**src/rtl/vga_sync_pkg.sv**
```systemverilog
// Shared VGA timing constants for the sync generator and the downstream text/ROM generator.
// Defaults describe 640x480 at 60 Hz with a 25 MHz pixel clock.
package vga_sync_pkg;

   localparam int unsigned VGA_H_DISPLAY = 640;
   localparam int unsigned VGA_H_FRONT   = 16;
   localparam int unsigned VGA_H_SYNC    = 96;
   localparam int unsigned VGA_H_BACK    = 48;
   localparam int unsigned VGA_V_DISPLAY = 480;
   localparam int unsigned VGA_V_FRONT   = 10;
   localparam int unsigned VGA_V_SYNC    = 2;
   localparam int unsigned VGA_V_BACK    = 33;

   localparam int unsigned VGA_H_TOTAL =
      VGA_H_DISPLAY + VGA_H_FRONT + VGA_H_SYNC + VGA_H_BACK;
   localparam int unsigned VGA_V_TOTAL =
      VGA_V_DISPLAY + VGA_V_FRONT + VGA_V_SYNC + VGA_V_BACK;

   typedef logic [9:0] count_t;

   // Inclusive window test shared by the hsync and vsync decoders.
   function automatic logic in_span(input count_t c, input count_t lo, input count_t hi);
      return (c >= lo) && (c <= hi);
   endfunction

endpackage

```
**src/rtl/vga_sync_if.sv**
```systemverilog
// Timing bundle from the sync generator to display consumers.
interface vga_sync_if;
   import vga_sync_pkg::*;

   logic   hsync;
   logic   vsync;
   logic   video_on;
   logic   p_tick;
   logic   frame_end;
   count_t pixel_x;
   count_t pixel_y;

   modport master (
      output hsync, vsync, video_on, p_tick, frame_end, pixel_x, pixel_y
   );

   modport slave (
      input hsync, vsync, video_on, p_tick, frame_end, pixel_x, pixel_y
   );

endinterface

```
**src/rtl/tick_gen.sv**
```systemverilog
// Pixel-rate strobe: one-clk registered pulse every TICK_DIV clocks.
module tick_gen #(
   parameter int unsigned TICK_DIV = 4
) (
   input  logic clk,
   input  logic reset,
   output logic tick
);

   localparam int unsigned CntW = (TICK_DIV > 1) ? $clog2(TICK_DIV) : 1;
   localparam logic [CntW-1:0] CntLast = CntW'(TICK_DIV - 1);

   logic [CntW-1:0] cnt_q, cnt_d;
   logic            tick_q;

   always_comb begin
      cnt_d = (cnt_q == CntLast) ? '0 : cnt_q + 1'b1;
   end

   // Registered strobe: first pulse lands TICK_DIV edges after reset release.
   always_ff @(posedge clk) begin
      if (reset) begin
         cnt_q  <= '0;
         tick_q <= 1'b0;
      end else begin
         cnt_q  <= cnt_d;
         tick_q <= (cnt_q == CntLast);
      end
   end

   assign tick = tick_q;

endmodule

```
**src/rtl/vga_sync.sv**
```systemverilog
// VGA horizontal/vertical sync generator; sync and blanking are registered from the
// next-state counts so they switch on the same edge as pixel_x/pixel_y.
module vga_sync
   import vga_sync_pkg::*;
#(
   parameter int unsigned TICK_DIV  = 4,
   parameter int unsigned H_DISPLAY = VGA_H_DISPLAY,
   parameter int unsigned H_FRONT   = VGA_H_FRONT,
   parameter int unsigned H_SYNC    = VGA_H_SYNC,
   parameter int unsigned H_BACK    = VGA_H_BACK,
   parameter int unsigned V_DISPLAY = VGA_V_DISPLAY,
   parameter int unsigned V_FRONT   = VGA_V_FRONT,
   parameter int unsigned V_SYNC    = VGA_V_SYNC,
   parameter int unsigned V_BACK    = VGA_V_BACK
) (
   input logic        clk,
   input logic        reset,
   vga_sync_if.master vga
);

   localparam int unsigned H_TOTAL = H_DISPLAY + H_FRONT + H_SYNC + H_BACK;
   localparam int unsigned V_TOTAL = V_DISPLAY + V_FRONT + V_SYNC + V_BACK;

   localparam count_t HLast      = count_t'(H_TOTAL - 1);
   localparam count_t VLast      = count_t'(V_TOTAL - 1);
   localparam count_t HVisible   = count_t'(H_DISPLAY);
   localparam count_t VVisible   = count_t'(V_DISPLAY);
   localparam count_t HSyncStart = count_t'(H_DISPLAY + H_FRONT);
   localparam count_t HSyncEnd   = count_t'(H_DISPLAY + H_FRONT + H_SYNC - 1);
   localparam count_t VSyncStart = count_t'(V_DISPLAY + V_FRONT);
   localparam count_t VSyncEnd   = count_t'(V_DISPLAY + V_FRONT + V_SYNC - 1);

   logic   p_tick;
   count_t h_q, h_d;
   count_t v_q, v_d;
   logic   hsync_q, vsync_q, video_on_q;

   tick_gen #(
      .TICK_DIV (TICK_DIV)
   ) u_tick_gen (
      .clk   (clk),
      .reset (reset),
      .tick  (p_tick)
   );

   always_comb begin
      h_d = h_q;
      v_d = v_q;
      if (p_tick) begin
         if (h_q == HLast) begin
            h_d = '0;
            v_d = (v_q == VLast) ? '0 : v_q + 1'b1;
         end else begin
            h_d = h_q + 1'b1;
         end
      end
   end

   always_ff @(posedge clk) begin
      if (reset) begin
         h_q        <= '0;
         v_q        <= '0;
         hsync_q    <= 1'b1;
         vsync_q    <= 1'b1;
         video_on_q <= 1'b0;
      end else begin
         h_q        <= h_d;
         v_q        <= v_d;
         hsync_q    <= !in_span(h_d, HSyncStart, HSyncEnd);
         vsync_q    <= !in_span(v_d, VSyncStart, VSyncEnd);
         video_on_q <= (h_d < HVisible) && (v_d < VVisible);
      end
   end

   assign vga.pixel_x   = h_q;
   assign vga.pixel_y   = v_q;
   assign vga.hsync     = hsync_q;
   assign vga.vsync     = vsync_q;
   assign vga.video_on  = video_on_q;
   assign vga.p_tick    = p_tick;
   // The strobe that wraps both counters on this cycle marks the frame's last pixel.
   assign vga.frame_end = p_tick && (h_q == HLast) && (v_q == VLast);

endmodule

```
**src/flat_wrapper.sv**
```systemverilog
// flat-port wrapper written by rule: the top's interface ports become plain ports
module vga_sync_flat import vga_sync_pkg::*;
#(
   parameter int unsigned TICK_DIV  = 4,
   parameter int unsigned H_DISPLAY = VGA_H_DISPLAY,
   parameter int unsigned H_FRONT   = VGA_H_FRONT,
   parameter int unsigned H_SYNC    = VGA_H_SYNC,
   parameter int unsigned H_BACK    = VGA_H_BACK,
   parameter int unsigned V_DISPLAY = VGA_V_DISPLAY,
   parameter int unsigned V_FRONT   = VGA_V_FRONT,
   parameter int unsigned V_SYNC    = VGA_V_SYNC,
   parameter int unsigned V_BACK    = VGA_V_BACK
)
  (clk, reset, vga_hsync, vga_vsync, vga_video_on, vga_p_tick, vga_frame_end, vga_pixel_x, vga_pixel_y);
  vga_sync_if vga_i ();
  input logic clk;
  input logic reset;
  output wire logic [$bits(vga_i.hsync)-1:0] vga_hsync;
  output wire logic [$bits(vga_i.vsync)-1:0] vga_vsync;
  output wire logic [$bits(vga_i.video_on)-1:0] vga_video_on;
  output wire logic [$bits(vga_i.p_tick)-1:0] vga_p_tick;
  output wire logic [$bits(vga_i.frame_end)-1:0] vga_frame_end;
  output wire logic [$bits(vga_i.pixel_x)-1:0] vga_pixel_x;
  output wire logic [$bits(vga_i.pixel_y)-1:0] vga_pixel_y;
  assign vga_hsync = vga_i.hsync;
  assign vga_vsync = vga_i.vsync;
  assign vga_video_on = vga_i.video_on;
  assign vga_p_tick = vga_i.p_tick;
  assign vga_frame_end = vga_i.frame_end;
  assign vga_pixel_x = vga_i.pixel_x;
  assign vga_pixel_y = vga_i.pixel_y;
  vga_sync #(.TICK_DIV(TICK_DIV), .H_DISPLAY(H_DISPLAY), .H_FRONT(H_FRONT), .H_SYNC(H_SYNC), .H_BACK(H_BACK), .V_DISPLAY(V_DISPLAY), .V_FRONT(V_FRONT), .V_SYNC(V_SYNC), .V_BACK(V_BACK)) u_core (.clk(clk), .reset(reset), .vga(vga_i));
endmodule
```
**config.mk**
```make
export PLATFORM = sky130hd
export DESIGN_NAME = vga_sync_flat
export DESIGN_NICKNAME = d
export VERILOG_FILES = /design/src/rtl/vga_sync_pkg.sv /design/src/rtl/vga_sync_if.sv /design/src/rtl/tick_gen.sv /design/src/rtl/vga_sync.sv /design/src/flat_wrapper.sv
export SDC_FILE = /design/constraint.sdc
export NUM_CORES = 1
export LEC_CHECK = 0
export BUFFER_PORTS_ARGS = -buffer_cell sky130_fd_sc_hd__buf_2
export CORE_MARGIN = 8
export CORE_UTILIZATION = 45
export CTS_CLUSTER_DIAMETER = 40
export DETAILED_ROUTE_END_ITERATION = 16
export PLACE_DENSITY = 0.7
export SYNTH_ARGS = -nofsm -noshare
export SYNTH_HDL_FRONTEND = slang
export SYNTH_HIERARCHICAL = 1
export SYNTH_SLANG_ARGS = --single-unit
```
**constraint.sdc**
```tcl
create_clock -name clk -period 1.95 [get_ports clk]
set_clock_uncertainty 0.15 [all_clocks]
set_input_delay 0.0975 -clock clk [delete_from_list [all_inputs] [get_ports clk]]
set_output_delay 0.0975 -clock clk [all_outputs]
set_load 0.01 [all_outputs]
```
==> results_dict.tcl, run 1 <==
set metrics [dict create \
    outcome "complete, but fails checks" \
    violations "setup timing" \
    drt_wl_total_um 3850 \
    die_area_mm2 0.00520 \
    power_frac_seq_pct 63.6 \
    synth_top_area_cell "dfxtp_1" \
    intPower_mw 0.668 \
    min_period_over_period_pct 104 \
    drc_errors 0 \
    synth_ff_type "dfxtp_1" \
    power.switching_mw 0.185 \
    nets 223 \
    antenna_found_initial 0 \
    syn2layout_area_growth_pct 40.0 \
    synth_common_cells "26 x dfxtp_1, 17 x nor2_1, 12 x nand2_1, 9 x a21oi_1, 8 x xor2_1" \
    pwr-share-comb_pct 4.0 \
    syn_nets 167 \
    syn_inst 161 \
    synth_edf_count 0 \
    fmax_mhz 493 \
    critPathCaptureType "primary output" \
    critPathMaxFanout 3 \
    worst_setup_path_start_kind "flop" \
    pwr-share-clk_pct 32.3 \
    route.antenna.remaining_nets 0 \
    max-slew-margin-rel_pct 71.8 \
    grt_use_total_pct 14.4 \
    hp-start "reset" \
    synth_cell_types 45 \
    syn_area_mm2 0.00142 \
    tns_ns -0.292 \
    via_per_inst 5.37 \
    finalHoldViolations 0 \
    cts-root-buf "clkbuf_4" \
    clk_pin_slew_worst_paths_ns 0.15 \
    peakVddDrop_mv 0.274 \
    start_util_pct 46.8 \
    cp-startpoint "u_core/vga.pixel_y[1]" \
    first_global_vias 1315 \
    top_usage_layer "met2" \
    avgSynthCellArea_um2 8.81 \
    grt_max_degree 20 \
    cts_made_buffers 3 \
    firstDrtPassIters 4 \
    grt_first_pass_wirelength_um 6100 \
    cts_tree "done" \
    cts_max_level 1 \
    port_buffers 26 \
    reg2reg_depth 8 \
    cts.sinks 26 \
    ios 27 \
    grt.met1_usage_pct 17.8 \
    synth_area_leaders "dfxtp_1 37%, xor2_1 4.9%, nor2_1 4.5%, xnor2_1 4.3%, ha_1 3.5%" \
    die_w_um 72.1 \
    drv_cap 0 \
    rsz0062_at_grt "true" \
    insertion_delay_ns 0.32 \
    row_count 20 \
    cp.required_ns 1.70 \
    synth-seq-area-share_pct 36.7 \
    num_antenna_cells 0 \
    arrival_ns 1.78 \
    setup_viol 5 \
    reg2reg_slack_ns -0.07 \
    rr_startpoint "u_core/vga.pixel_y[1]" \
    drt_iter0_markers 124 \
    vias 1395 \
    hold_class "input pin to flop" \
    critPathKind "flop to primary output" \
    fp.dieH_um 72.1 \
    grt_overflow 0 \
    power_leakage_nw 0.831 \
    yosysWarnings 6 \
    ys_async_sr_fraction_pct 0 \
    endpoint "vga_frame_end" \
    switching_share_pct 21.7 \
    grtUsageMet3_pct 2.75 \
    synth.ff_latch_count 26 \
    routedWlPerCell_um 14.8 \
    worstMarginPinSlew_ns 0.422 \
    place_congestion 0.888 \
    hpwl_um 2750 \
    gr-usage-met2_pct 24.5 \
    drive_above_1_share_pct 49.1 \
    synth_top_area_share_pct 36.7 \
    core_mm2 0.00303 \
    min_period_ns 2.03 \
    cellPowerDensity_mw_per_mm2 430 \
    drv_slew 0 \
    synthMostInstantiatedCell "dfxtp_1" \
    cts_buffer_depth 2 \
    regToRegEndpoint "u_core/vga.vsync" \
    fin_ws_ns -0.0791 \
    finalPower_mw 0.852 \
]
[cell families (layout without fill, tap and decap cells)]
group                    after synthesis  after routing  share of synthesized area [%]
buffers and inverters                 13             68                           4.06
multiplexers                           1              1                          0.706
flip-flops                            26             26                           36.7
adder cells (fa/ha/maj)                4              4                           3.53
AO/OA/AOI/OAI                         24             24                           10.6
XOR/XNOR                              15             15                           9.27
AND/OR/NAND/NOR                       78             78                           35.1
[cell type report]
| type | instances | area [µm²] |
|---|---|---|
| sequential | 26 | 533 |
| clock buffer | 4 | 36.3 |
| fill | 233 | 1040 |
| tap | 44 | 55.1 |
| multi-input combinational | 122 | 946 |
| inverter | 4 | 15.0 |
| timing repair buffer | 60 | 399 |
[repair_timing]
item / CTS / global route
hold buffers: 0 / 0
pin swaps: 10 / 8
endpoints found under the setup margin: 5 / 14
buffers inserted: 2 / 1
resized for setup: 14 / 17
[stage by stage]
| stage | hold WS, ns | cell area, µm² | setup WS, ns | instances | util (%) |
|---|---|---|---|---|---|
| final | 0.0305 | 1980 | -0.0791 | 260 | 65.5 |
| after global routing | 0.0335 | 1980 | -0.196 | 260 | 65.5 |
| after CTS | 0.0325 | 1910 | -0.210 | 259 | 62.9 |
| after detailed placement | 0.275 | 1810 | -0.0113 | 253 | 59.8 |
| after global placement | 0.264 | 1810 | 0.0362 | 253 | 59.8 |
| after floorplan | 0.0133 | 1460 | -0.0133 | 161 | - |
[how the worst min path moves through the flow]
stage                                  to  depth (start not counted)
6_report           u_core/u_tick_gen/tick                          2
5_1_grt            u_core/u_tick_gen/tick                          2
4_1_cts            u_core/u_tick_gen/tick                          2
3_5_place_dp   u_core/u_tick_gen/cnt_q[0]                          1
3_3_place_gp   u_core/u_tick_gen/cnt_q[0]                          1
2_1_floorplan      u_core/u_tick_gen/tick                          1
[cell usage in the layout (no fill, tap or decap), types with 3 or more instances in the layout]
cell type,Yosys,layout
nand4_1,7,7
dfxtp_2,0,7
dfxtp_1,26,18
buf_4,0,32
a21oi_1,9,8
nor2_1,17,16
xnor2_1,7,6
nor3_1,7,5
nor3_2,3,4
nand3_1,5,3
clkbuf_4,0,3
o21ai_0,6,3
buf_6,0,3
ha_1,4,3
nand2_1,12,11
buf_2,6,25
xor2_1,8,6
[state kept, by name, indices dropped and copies added, names as in the netlist]
name                     flops
u_core/u_tick_gen/cnt_q      2
u_core/u_tick_gen/tick       1
u_core/vga.hsync             1
u_core/vga.pixel_x          10
u_core/vga.pixel_y          10
u_core/vga.video_on          1
u_core/vga.vsync             1
[critical path, stage by stage, from the launching register on]
cell and delay, ns:
dfxtp_2 0.35, inv_2 0.07, ha_4 0.11, or4b_4 0.46, nor4_4 0.17, and2_4 0.20, buf_6 0.10
[power groups by stage]
stage               Sequential [mW]  Clock (mW)  Combinational [mW]
global route                  0.544       0.313              0.0392
global placement              0.554           0              0.0326
CTS                           0.543       0.283              0.0349
floorplan                     0.556           0              0.0202
detailed placement            0.554           0              0.0338
finish                        0.542       0.275              0.0345
[layer usage]
layer	vias up	wire (µm)
li1	677	-
met1	683	1700
met3	2	165
met2	33	1970
met4	0	19
met5	-	0
Power figures use the tool's default switching activity.
==> run 2, diff against run 1 <==
Settings changed: CORE_ASPECT_RATIO set to 0.5.
==> results_dict.tcl, run 2 (synthesized netlist as in run 1, its figures left out) <==
set metrics [dict create \
    reg2reg_slack_ns -0.15 \
    dpl_cell_area_mm2 0.00188 \
    grt_use_total_pct 15.1 \
    die_area_mm2 0.00531 \
    regToRegEndpoint "u_core/vga.video_on" \
    drv_cap 0 \
    hpwl_um 2830 \
    row_count 14 \
    cts-root-buf "clkbuf_8" \
    routedWlPerCell_um 15.7 \
    max-slew-margin-rel_pct 69.8 \
    hp-start "reset" \
    min_period_over_period_pct 108 \
    antenna_found_initial 0 \
    violations "setup timing" \
    clk_pin_slew_worst_paths_ns 0.10 \
    syn2layout_area_growth_pct 46.9 \
    rsz0062_at_grt "true" \
    drt_wl_total_um 4210 \
    critPathMaxFanout 3 \
    grt_first_pass_wirelength_um 6460 \
    cp.required_ns 1.99 \
    cts_hold_buf 0 \
    place_congestion 0.865 \
    grt_max_degree 20 \
    critPathKind "flop to flop" \
    grt_overflow 0 \
    via_per_inst 5.61 \
    cellPowerDensity_mw_per_mm2 500 \
    worst_setup_path_start_kind "flop" \
    worstMarginPinSlew_ns 0.453 \
    cts_buffer_depth 2 \
    fp.dieH_um 55.7 \
    final_common_cell "buf_4" \
    num_antenna_cells 0 \
    arrival_ns 2.14 \
    fin_ws_ns -0.149 \
    core_mm2 0.00300 \
    ios 27 \
    power_leakage_nw 0.917 \
    whs_path_depth 2 \
    nets 235 \
    firstDrtPassIters 4 \
    cts.sinks 26 \
    die_w_um 95.4 \
    cts_made_buffers 3 \
    fmax_mhz 476 \
    insertion_delay_ns 0.28 \
    min_period_ns 2.10 \
    drc_errors 0 \
    final_area_mm2 0.00208 \
    port_buffers 26 \
    critPathCaptureType "flop" \
    drv_slew 0 \
    layout_common_cells "40 x buf_4, 25 x buf_2, 16 x nor2_1, 16 x dfxtp_1, 11 x nand2_1" \
    utilization_pct 69.5 \
    cts_max_level 1 \
    vias 1504 \
    reg2reg_depth 8 \
    drive_above_1_share_pct 50.4 \
    hold_class "input pin to flop" \
    setup_viol 12 \
    first_global_vias 1405 \
    tns_ns -0.756 \
    cts_tree "done" \
    peakVddDrop_mv 0.386 \
    hold_end "u_core/vga.pixel_x[6]" \
    finalHoldViolations 0 \
    hold_slack_ns 0.0888 \
    rr_startpoint "u_core/vga.pixel_y[0]" \
    route.antenna.remaining_nets 0 \
    drt_iter0_markers 99 \
    start_util_pct 47.3 \
    outcome "complete, but fails checks" \
]
[run 2: how the worst max path moves through the flow]
stage	start	endpoint	slack, ns	depth (start not counted)
6_report	u_core/vga.pixel_y[0]	u_core/vga.video_on	-0.15	8
5_1_grt	u_core/vga.pixel_y[0]	u_core/vga.video_on	-0.20	8
2_1_floorplan	u_core/vga.pixel_y[0]	u_core/vga.pixel_y[9]	-0.01	8
3_5_place_dp	u_core/vga.pixel_y[0]	u_core/vga.video_on	-0.12	8
3_3_place_gp	u_core/vga.pixel_y[0]	u_core/vga.video_on	-0.08	8
4_1_cts	u_core/vga.pixel_y[0]	vga_frame_end	-0.12	6
[run 2: worst max-delay path, stage by stage, from the launching register on]
cell and delay [ns]:
dfxtp_4 0.35, inv_2 0.04, ha_1 0.12, or4b_4 0.47, nor4_4 0.24, nor2_2 0.07
mux2i_2 0.24, nor4b_2 0.10, nor3_1 0.24
[run 2: what timing repair did]
action,4_1_cts,5_1_grt
gates resized for setup,14,17
gates cloned,0,0
hold endpoints to repair,0,0
setup buffers,2,3
endpoints found under the setup margin,9,11
pin swaps,7,7
[run 2: where the power goes]
group | leakage, nW | total, mW | internal, mW | switching (mW)
Sequential | 0.216 | 0.541 | 0.537 | 0.00379
Clock | 0.0357 | 0.462 | 0.275 | 0.187
Combinational | 0.665 | 0.0378 | 0.0168 | 0.0209
Total | 0.917 | 1.04 | 0.829 | 0.212
[run 2: layout make-up]
cell class	instances	area [µm²]
fillers	219	913
clock buffers	3	41.3
inverters	4	15.0
well taps	40	50.0
clock inverters	1	30.0
repair buffers	72	504
flip-flops and latches	26	536
multi-input cells	122	906
[run 2: per-stage QoR]
step	worst slack (ns)	power (mW)	instances
3_5_place_dp	-0.116	0.591	259
6_report	-0.149	1.04	268
5_1_grt	-0.198	1.07	268
3_3_place_gp	-0.0831	0.587	259
2_1_floorplan	-0.0133	0.576	161
4_1_cts	-0.119	1.04	265
[run 2: per-layer routing]
metal / global-route usage [%] / routed length [µm] / up-vias / part of all wire, %
met2: 24.0 / 2020 / 69 / 48
met4: 7.38 / 121 / 0 / 2.9
li1: - / - / 708 / -
met5: 0 / 0 / - / 0
met1: 17.8 / 1730 / 713 / 41
met3: 4.85 / 339 / 14 / 8.1
==> run 3, diff against run 2 <==
Settings changed: SKIP_CTS_REPAIR_TIMING set to 1.
==> results_dict.tcl, run 3 (synthesized netlist as in run 1, its figures left out) <==
set metrics [dict create \
    outcome "complete, but fails checks" \
    violations "setup timing" \
    hpwl_um 2830 \
    finalPower_mw 1.04 \
    worst_setup_path_start_kind "flop" \
    die_w_um 95.4 \
    drive_above_1_share_pct 47.3 \
    drv_slew 0 \
    grt_overflow 0 \
    cp_top_family "simple AND/OR/NAND/NOR gates" \
    critPathCaptureType "primary output" \
    grt_max_degree 20 \
    fmax_mhz 483 \
    cts_max_level 1 \
    min_period_ns 2.07 \
    gr-usage-met2_pct 23.6 \
    crit_slowest_cell "or4b_4" \
    num_antenna_cells 0 \
    grt.met1_usage_pct 17.4 \
    first_global_vias 1383 \
    cp.required_ns 1.70 \
    nets 233 \
    max-slew-margin-rel_pct 72.1 \
    syn2layout_area_growth_pct 41.7 \
    hold_slack_ns 0.0690 \
    ios 27 \
    die_area_mm2 0.00531 \
    fin_ws_ns -0.122 \
    antenna_found_initial 0 \
    insertion_delay_ns 0.28 \
    hold_class "input pin to flop" \
    crit_chain "inv_2 > ha_1 > or4b_4 > nor4_4 > and2_4 > buf_6" \
    cellPowerDensity_mw_per_mm2 517 \
    drt_wl_total_um 3910 \
    critPathKind "flop to primary output" \
    rsz0062_at_grt "true" \
    place_ws_ns -0.116 \
    layout_common_cells "43 x buf_4, 25 x buf_2, 17 x nor2_1, 16 x dfxtp_1, 11 x nand2_1" \
    cts_tree "done" \
    cp_num_buf_inv 2 \
    start_util_pct 47.3 \
    row_count 14 \
    tns_ns -0.605 \
    power_leakage_nw 0.890 \
    top_usage_layer "met2" \
    firstDrtPassIters 4 \
    cts_buffer_depth 2 \
    min_period_over_period_pct 106 \
    port_buffers 26 \
    final_common_cell "buf_4" \
    place_congestion 0.865 \
    route.antenna.remaining_nets 0 \
    drc_errors 0 \
    cp_slowest_stage_delay_ns 0.47 \
    fp.dieH_um 55.7 \
    vias 1441 \
    peakVddDrop_mv 0.458 \
    core_mm2 0.00300 \
    cts-root-buf "clkbuf_8" \
    clk_pin_slew_worst_paths_ns 0.10 \
    setup_viol 12 \
    grtUsageMet3_pct 4.44 \
    drt_iter0_markers 124 \
    cts.sinks 26 \
    dp.cells 259 \
    routedWlPerCell_um 14.7 \
    grt_first_pass_wirelength_um 6300 \
    via_per_inst 5.42 \
    drv_cap 0 \
    cts_made_buffers 3 \
    worstMarginPinSlew_ns 0.419 \
    arrival_ns 1.82 \
    stdcell_count 266 \
    critPathMaxFanout 3 \
    finalHoldViolations 0 \
    grt_use_total_pct 14.6 \
]
-- run 3: changes by cell type in the layout (fill, tap and decap cells not counted), moves of 2 or more --
cell / previous run / this run
buf_6: 7 / 2
buf_4: 40 / 43
o21ai_0: 2 / 5
nor3_4: 2 / 0
o21ai_1: 2 / 0
-- run 3: path summary, 6_finish.rpt --
kind,from,to,slack (ns),cells after the start
max,u_core/vga.pixel_y[0],vga_frame_end,-0.12,6
min,reset,u_core/vga.pixel_x[6],0.07,2
max reg2reg,u_core/vga.pixel_y[0],u_core/vga.video_on,-0.10,8
min reg2reg,u_core/u_tick_gen/cnt_q[0],u_core/u_tick_gen/cnt_q[0],0.29,1
-- run 3: report_power, final --
part,internal (mW),switching [mW]
clock,0.275,0.187
combinational,0.0164,0.0200
sequential,0.536,0.00382
total,0.828,0.211
-- run 3: final cells by class --
| type | count | area, µm² |
|---|---|---|
| Tap cell | 40 | 50.0 |
| Inverter | 4 | 15.0 |
| Clock inverter | 1 | 30.0 |
| Clock buffer | 3 | 41.3 |
| Timing Repair Buffer | 70 | 470 |
| Fill cell | 238 | 987 |
| Multi-Input combinational cell | 122 | 863 |
| Sequential cell | 26 | 538 |
-- run 3: through the flow --
| stage | area (µm²) | utilization, % |
|---|---|---|
| final | 2010 | 67.0 |
| after global routing | 2010 | 67.0 |
| after CTS | 1950 | 65.1 |
| after detailed placement | 1880 | 62.7 |
| after global placement | 1880 | 62.7 |
| after floorplan | 1460 | - |
-- run 3: metal layers --
| metal | vias up | routed length, µm |
|---|---|---|
| met5 | - | 0 |
| met4 | 0 | 113 |
| met3 | 13 | 252 |
| met2 | 47 | 1830 |
| met1 | 681 | 1710 |
| li1 | 700 | - |
